## src/rtl/lmk_spi_arbiter.sv

```systemverilog
// lmk_spi_arbiter
// Round-robin arbiter sharing the LMK04610 3-wire SPI port between two
// requesters (0 = power-up sequencer, 1 = host register path). Each grant
// sends one 24-bit frame {R/W, addr[14:0], data[7:0]} MSB-first. On read
// frames the FPGA releases SDIO for the 8 data bits and shifts the returned
// byte into O_RdData.
//
// Ports:
//   I_Clk, I_Rst_n          system clock, async active-low reset
//   I_Req0/1, I_Frame0/1    level requests (held until ack) and frames
//   O_Ack0/1                1-cycle pulse, frame accepted
//   O_Done0/1               1-cycle pulse, frame finished on the wire
//   O_RdData                readback byte, updated only at end of a read
//   O_Busy                  high from ack cycle through last GAP cycle
//   O_Lmk_Scsn/Scl          SPI chip select (active low) and clock
//   O_Lmk_Sdio/_Oe          SDIO output data and enable (1 = FPGA drives)
//   I_Lmk_Sdio              SDIO input from the pad
module lmk_spi_arbiter #(
  parameter int unsigned CLK_DIV = 2,
  parameter int unsigned CS_GAP  = 4
) (
  input  logic        I_Clk,
  input  logic        I_Rst_n,
  input  logic        I_Req0,
  input  logic [23:0] I_Frame0,
  output logic        O_Ack0,
  output logic        O_Done0,
  input  logic        I_Req1,
  input  logic [23:0] I_Frame1,
  output logic        O_Ack1,
  output logic        O_Done1,
  output logic [7:0]  O_RdData,
  output logic        O_Busy,
  output logic        O_Lmk_Scsn,
  output logic        O_Lmk_Scl,
  output logic        O_Lmk_Sdio,
  output logic        O_Lmk_Sdio_Oe,
  input  logic        I_Lmk_Sdio
);

  localparam logic [2:0] S_IDLE = 3'd0;
  localparam logic [2:0] S_LO   = 3'd1;
  localparam logic [2:0] S_HI   = 3'd2;
  localparam logic [2:0] S_HOLD = 3'd3;
  localparam logic [2:0] S_GAP  = 3'd4;

  localparam logic [7:0] DIV_LAST = 8'(CLK_DIV - 1);
  localparam logic [7:0] GAP_LAST = 8'(CS_GAP - 1);

  logic [2:0]  state;
  logic [7:0]  cnt;
  logic [4:0]  idx;
  logic [23:0] frame;
  logic [7:0]  shift;
  logic        last_grant;
  logic        cur;
  logic        grant_sel;
  logic        is_read;
  logic        in_bit;
  logic        rd_bit;

  // Both requesting: take the one not served last; otherwise whoever asks.
  always_comb begin
    grant_sel = I_Req1;
    if (I_Req0 && I_Req1) grant_sel = ~last_grant;
  end

  assign is_read = frame[23];
  assign in_bit  = (state == S_LO) || (state == S_HI);
  assign rd_bit  = in_bit && is_read && (idx < 5'd8);

  // Pin outputs decode the registered state, so they change only on clock
  // edges and fall straight to their idle values under async reset.
  assign O_Lmk_Scsn    = ~(in_bit || (state == S_HOLD));
  assign O_Lmk_Scl     = (state == S_HI);
  assign O_Lmk_Sdio_Oe = ~rd_bit;
  assign O_Lmk_Sdio    = in_bit && !rd_bit && frame[idx];
  assign O_Busy        = (state != S_IDLE);

  always_ff @(posedge I_Clk or negedge I_Rst_n) begin
    if (!I_Rst_n) begin
      state      <= S_IDLE;
      cnt        <= '0;
      idx        <= '0;
      frame      <= '0;
      shift      <= '0;
      last_grant <= 1'b1;
      cur        <= 1'b0;
      O_Ack0     <= 1'b0;
      O_Ack1     <= 1'b0;
      O_Done0    <= 1'b0;
      O_Done1    <= 1'b0;
      O_RdData   <= '0;
    end else begin
      O_Ack0  <= 1'b0;
      O_Ack1  <= 1'b0;
      O_Done0 <= 1'b0;
      O_Done1 <= 1'b0;
      case (state)
        S_IDLE: begin
          cnt <= '0;
          if (I_Req0 || I_Req1) begin
            frame      <= grant_sel ? I_Frame1 : I_Frame0;
            cur        <= grant_sel;
            last_grant <= grant_sel;
            idx        <= 5'd23;
            O_Ack0     <= ~grant_sel;
            O_Ack1     <= grant_sel;
            state      <= S_LO;
          end
        end
        S_LO: begin
          if (cnt == DIV_LAST) begin
            cnt   <= '0;
            state <= S_HI;
          end else begin
            cnt <= cnt + 8'd1;
          end
        end
        S_HI: begin
          if (cnt == DIV_LAST) begin
            cnt <= '0;
            // Readback is sampled on the last HI cycle, just before SCL falls.
            if (is_read && (idx < 5'd8)) shift <= {shift[6:0], I_Lmk_Sdio};
            if (idx == 5'd0) begin
              state <= S_HOLD;
            end else begin
              idx   <= idx - 5'd1;
              state <= S_LO;
            end
          end else begin
            cnt <= cnt + 8'd1;
          end
        end
        S_HOLD: begin
          if (cnt == DIV_LAST) begin
            cnt     <= '0;
            state   <= S_GAP;
            O_Done0 <= ~cur;
            O_Done1 <= cur;
            if (is_read) O_RdData <= shift;
          end else begin
            cnt <= cnt + 8'd1;
          end
        end
        S_GAP: begin
          if (cnt == GAP_LAST) begin
            cnt   <= '0;
            state <= S_IDLE;
          end else begin
            cnt <= cnt + 8'd1;
          end
        end
        default: begin
          cnt   <= '0;
          state <= S_IDLE;
        end
      endcase
    end
  end

endmodule
```

## config.mk

```make
export PLATFORM = sky130hd
export DESIGN_NAME = lmk_spi_arbiter
export DESIGN_NICKNAME = d
export VERILOG_FILES = /design/src/rtl/lmk_spi_arbiter.sv
export SDC_FILE = /design/constraint.sdc
export NUM_CORES = 1
export LEC_CHECK = 0
export BUFFER_PORTS_ARGS = -buffer_cell sky130_fd_sc_hd__buf_2
export CORE_MARGIN = 2
export CORE_UTILIZATION = 40
export DETAILED_ROUTE_END_ITERATION = 12
export HOLD_SLACK_MARGIN = 0.02
export SLEW_MARGIN = 40
export SYNTH_ARGS = -nofsm -noshare
export SYNTH_HDL_FRONTEND = slang
export SYNTH_SLANG_ARGS = --single-unit
export TNS_END_PERCENT = 100
```

## constraint.sdc

```tcl
create_clock -name I_Clk -period 3.3 [get_ports I_Clk]
set_input_delay 0.66 -clock I_Clk [delete_from_list [all_inputs] [get_ports I_Clk]]
set_output_delay 0.66 -clock I_Clk [all_outputs]
set_load 0.05 [all_outputs]
```

==> implementation parameters <==
Parameter                              Value

Power and ir drop
  Pint ... 1.68 mW
  Clock share of power ... 23.2%
  Net Sw Frac ... 38.9%
  Power density relative to cell area ... 753 mW/mm^2
  Power share of the sequential group ... 41.6%
  Share of power burned in combinational logic ... 35.2%
  NetSw ... 1.07 mW
  LEAKAGE ... 1.82 nW
  Worst vdd rail ir drop ... 381 uV

Timing
  Final TNS setup ... 0 ns
  Highest attainable clock frequency ... 0.358 GHz
  Shortest clock period the worst path allows after layout ... 2.80 ns
  Tcrit/Tclk final ... 84.8%
  Fin Clk Skew ... 0.00921 ns
  Unrepaired setup endpoints after global routing ... false
  Final setup fails ... 0
  Transition at the pin with the smallest max-transition slack ... 0.720 ns
  Slew Limit Fails ... 0
  Number of hold violations in the final report ... 0
  Worst slew slack as a fraction of its limit ... 51.8%

Clocking
  Post-CTS Setup Bufs ... 0
  Count of instances resized after the clock tree is built ... 0
  Clock-pin slew of the registers on the worst-case setup and hold paths ... 0.07 ns
  TritonCTS Buffers ... 9
  Number of buffers inserted by hold repair at cts ... 0
  Clock latency of the later-clocked register in the worst-skew pair ... 0.34 ns
  Number of clock sinks ... 62
  TritonCTS clock tree ... done
  Root Buffer Master ... sky130_fd_sc_hd__clkbuf_8
  Clock buffer depth ... 2
  Deepest level of the CTS H-tree ... 3

GRT
  Gr busiest metal ... met1
  Wire length of the first global-routing pass ... 10.1 mm
  Antenna violations before repair ... 0
  Grt ovf ... 0
  Largest net degree at the start of global routing ... 42
  Met2 usage ... 21.5%
  Met1 usage in global routing ... 22.5%
  Met3 track utilization from global routing ... 4.15%
  Combined global-route utilization of all metal layers ... 15.5%
  Via count of the first global-routing pass ... 2121

Placement
  Instance area at placement ... 0.00346 mm^2
  Number of buffers added on ports ... 69
  Placed wire-length estimate ... 4.23 mm
  GP Congestion ... 0.759

Worst setup path
  Worst-path maximum fanout ... 11
  Reg-to-reg endpoint ... idx[0]
  Startpoint Class ... register
  Depth of the worst register-to-register path ... 5
  First element of the critical path ... idx[0]
  R2R Path Start ... idx[0]
  Arrival time at the worst endpoint ... 2.14 ns
  Critical path class ... reg2out
  Worst endpoint required time ... 2.64 ns
  Crit end category ... output pin
  FF-to-FF setup slack ... 1.29 ns
  Capturing element of the worst setup path ... O_Lmk_Sdio

Flow run
  Max cap viols ... 0

Floorplanning
  Chip Height ... 91.3 um
  Area of the die ... 0.00833 mm^2
  Starting density of the core ... 41.6%
  DIE WIDTH ... 91.3 um
  Total core area ... 0.00733 mm^2
  Cell row count ... 31
  # IOs ... 70

Synthesis
  Mapped Avg Cell Area ... 11.0 um^2
  Ys async rst share ... 100%
  Number of synthesized flops with an enable pin ... 0
  Number of different library cells in the post-synthesis netlist ... 49
  Netlist Area Pre-Place ... 0.00305 mm^2
  Synthesized instance count ... 277
  Post-synth net total ... 333
  Portion of the post-synthesis area used by sequential elements ... 50.9%
  #FFs+latches synth ... 62
  Warnings, synthesis ... 0
  Top FF cell, synth ... sky130_fd_sc_hd__dfrtp_1

Layout
  Design area ... 0.00365 mm^2
  Relative area change from synthesis to final layout ... 19.7%
  Fraction of final layout cells with drive strength greater than 1 ... 35.3%
  Final layout net count ... 402
  Most common cell after layout, fill and taps aside ... sky130_fd_sc_hd__buf_2
  Number of inserted diodes ... 0
  Top library cells by usage in the layout, fill and taps aside ... 69 x sky130_fd_sc_hd__buf_2, 61 x sky130_fd_sc_hd__dfrtp_1, 30 x sky130_fd_sc_hd__nand2_1

Route
  Number of remaining DRC errors ... 0
  Wirelength per Cell ... 13.2 um
  Number of DRC markers after the initial detailed-route iteration ... 104
  Vias per cell ... 5.01
  Post-detailed-route count of antenna-violating nets ... 0
  Total number of vias ... 2254
  Router iterations before antenna repair ... 4
  Drt total wl ... 5.95 mm

Worst hold path
  Worst hold path class ... in2async

Status
  Result of the run ... finished, final reports clean
-- layer usage --
metal	vias to the layer above	wire, um	share of wire, %
li1	1127	-	-
met1	1065	2910	49
met2	57	2650	44
met3	5	324	5.4
met4	0	75	1.3
met5	-	0	0
-- cells in the mapped netlist (2+ instances only) --
| library cell | number | area share [%] |
|---|---|---|
| sky130_fd_sc_hd__inv_1 | 7 | 0.86 |
| sky130_fd_sc_hd__a31oi_1 | 2 | 0.41 |
| sky130_fd_sc_hd__clkbuf_8 | 2 | 0.90 |
| sky130_fd_sc_hd__buf_2 | 2 | 0.33 |
| sky130_fd_sc_hd__mux2_2 | 21 | 7.8 |
| sky130_fd_sc_hd__a311oi_1 | 2 | 0.57 |
| sky130_fd_sc_hd__mux4_2 | 2 | 1.5 |
| sky130_fd_sc_hd__clkbuf_1 | 7 | 0.86 |
| sky130_fd_sc_hd__nor3_1 | 4 | 0.66 |
| sky130_fd_sc_hd__ha_1 | 3 | 1.2 |
| sky130_fd_sc_hd__nand2_1 | 30 | 3.7 |
| sky130_fd_sc_hd__nor2_1 | 17 | 2.1 |
| sky130_fd_sc_hd__buf_6 | 2 | 0.74 |
| sky130_fd_sc_hd__o21ai_0 | 28 | 4.6 |
| sky130_fd_sc_hd__nand3_1 | 9 | 1.5 |
| sky130_fd_sc_hd__a22oi_1 | 11 | 2.7 |
| sky130_fd_sc_hd__xnor2_1 | 4 | 1.1 |
| sky130_fd_sc_hd__mux2i_1 | 21 | 6.9 |
| sky130_fd_sc_hd__nor2b_1 | 4 | 0.82 |
| sky130_fd_sc_hd__xor2_1 | 3 | 0.86 |
| sky130_fd_sc_hd__a21oi_1 | 3 | 0.49 |
| sky130_fd_sc_hd__dfrtp_1 | 61 | 50 |
| sky130_fd_sc_hd__nand4_2 | 2 | 0.82 |
| sky130_fd_sc_hd__nand4_1 | 2 | 0.41 |
| sky130_fd_sc_hd__nand4b_1 | 2 | 0.57 |
| sky130_fd_sc_hd__and3_1 | 3 | 0.62 |
-- power by group through the flow --
stage / Clock (mW) / Combinational, mW / Sequential [mW]
2_1_floorplan: 0 / 0.806 / 1.10
3_3_place_gp: 0 / 0.958 / 1.16
3_5_place_dp: 0 / 0.972 / 1.16
4_1_cts: 0.661 / 0.975 / 1.14
5_1_grt: 0.696 / 1.09 / 1.17
6_report: 0.637 / 0.967 / 1.14
-- critical path, cell delays in order (launching register included) --
cell and delay [ns]:
sky130_fd_sc_hd__dfrtp_1 0.56, sky130_fd_sc_hd__mux4_2 0.56, sky130_fd_sc_hd__mux2_2 0.27, sky130_fd_sc_hd__nand4b_1 0.09, sky130_fd_sc_hd__o211ai_1 0.09, sky130_fd_sc_hd__buf_2 0.23
-- sequential cells by signal, indices dropped and copies added, names as in the netlist --
name,flops
frame,24
O_RdData,8
cnt,8
shift,8
idx,5
state,3
O_Ack0,1
O_Ack1,1
O_Done0,1
O_Done1,1
cur,1
last_grant,1
-- cells by family after synthesis --
group	count (synthesis)	synth area share [%]
muxes	44	16.1
buffers and inverters	22	4.06
DFF	62	50.9
and+or+nand+nor	86	15.1
adders and majority gates	3	1.23
xor gates and xnor gates	7	2.01
AOI/OAI and AO/OA	53	10.5
-- area by class of cell --
cell class	count	area [um^2]
timing repair buffer	73	375
tap	99	124
sequential	62	1550
multi-input combinational	193	1380
fill	683	3680
clock buffer	9	124
inverter	7	26.3
clock inverter	7	65.1
-- worst min-delay path by stage --
stage	start	end	slack, ns
after floorplan	I_Rst_n	O_Ack0	0.36
after global placement	cur	O_Done0	0.45
after detailed placement	cur	O_Done0	0.46
after CTS	I_Rst_n	cnt[2]	0.33
after global routing	I_Rst_n	shift[1]	0.35
final	I_Rst_n	frame[2]	0.33
-- metrics by stage --
step	power (mW)	util, %	instances	worst slack (ns)	hold WS (ns)
final	2.75	49.8	450	0.503	0.330
after global routing	2.96	49.8	450	0.373	0.348
after global placement	2.12	47.2	434	0.891	0.451
after detailed placement	2.13	47.2	434	0.849	0.460
after CTS	2.78	49.7	450	0.472	0.331
after floorplan	1.91	-	277	0.836	0.364
Note: power is estimated with default switching activity, not from simulation.
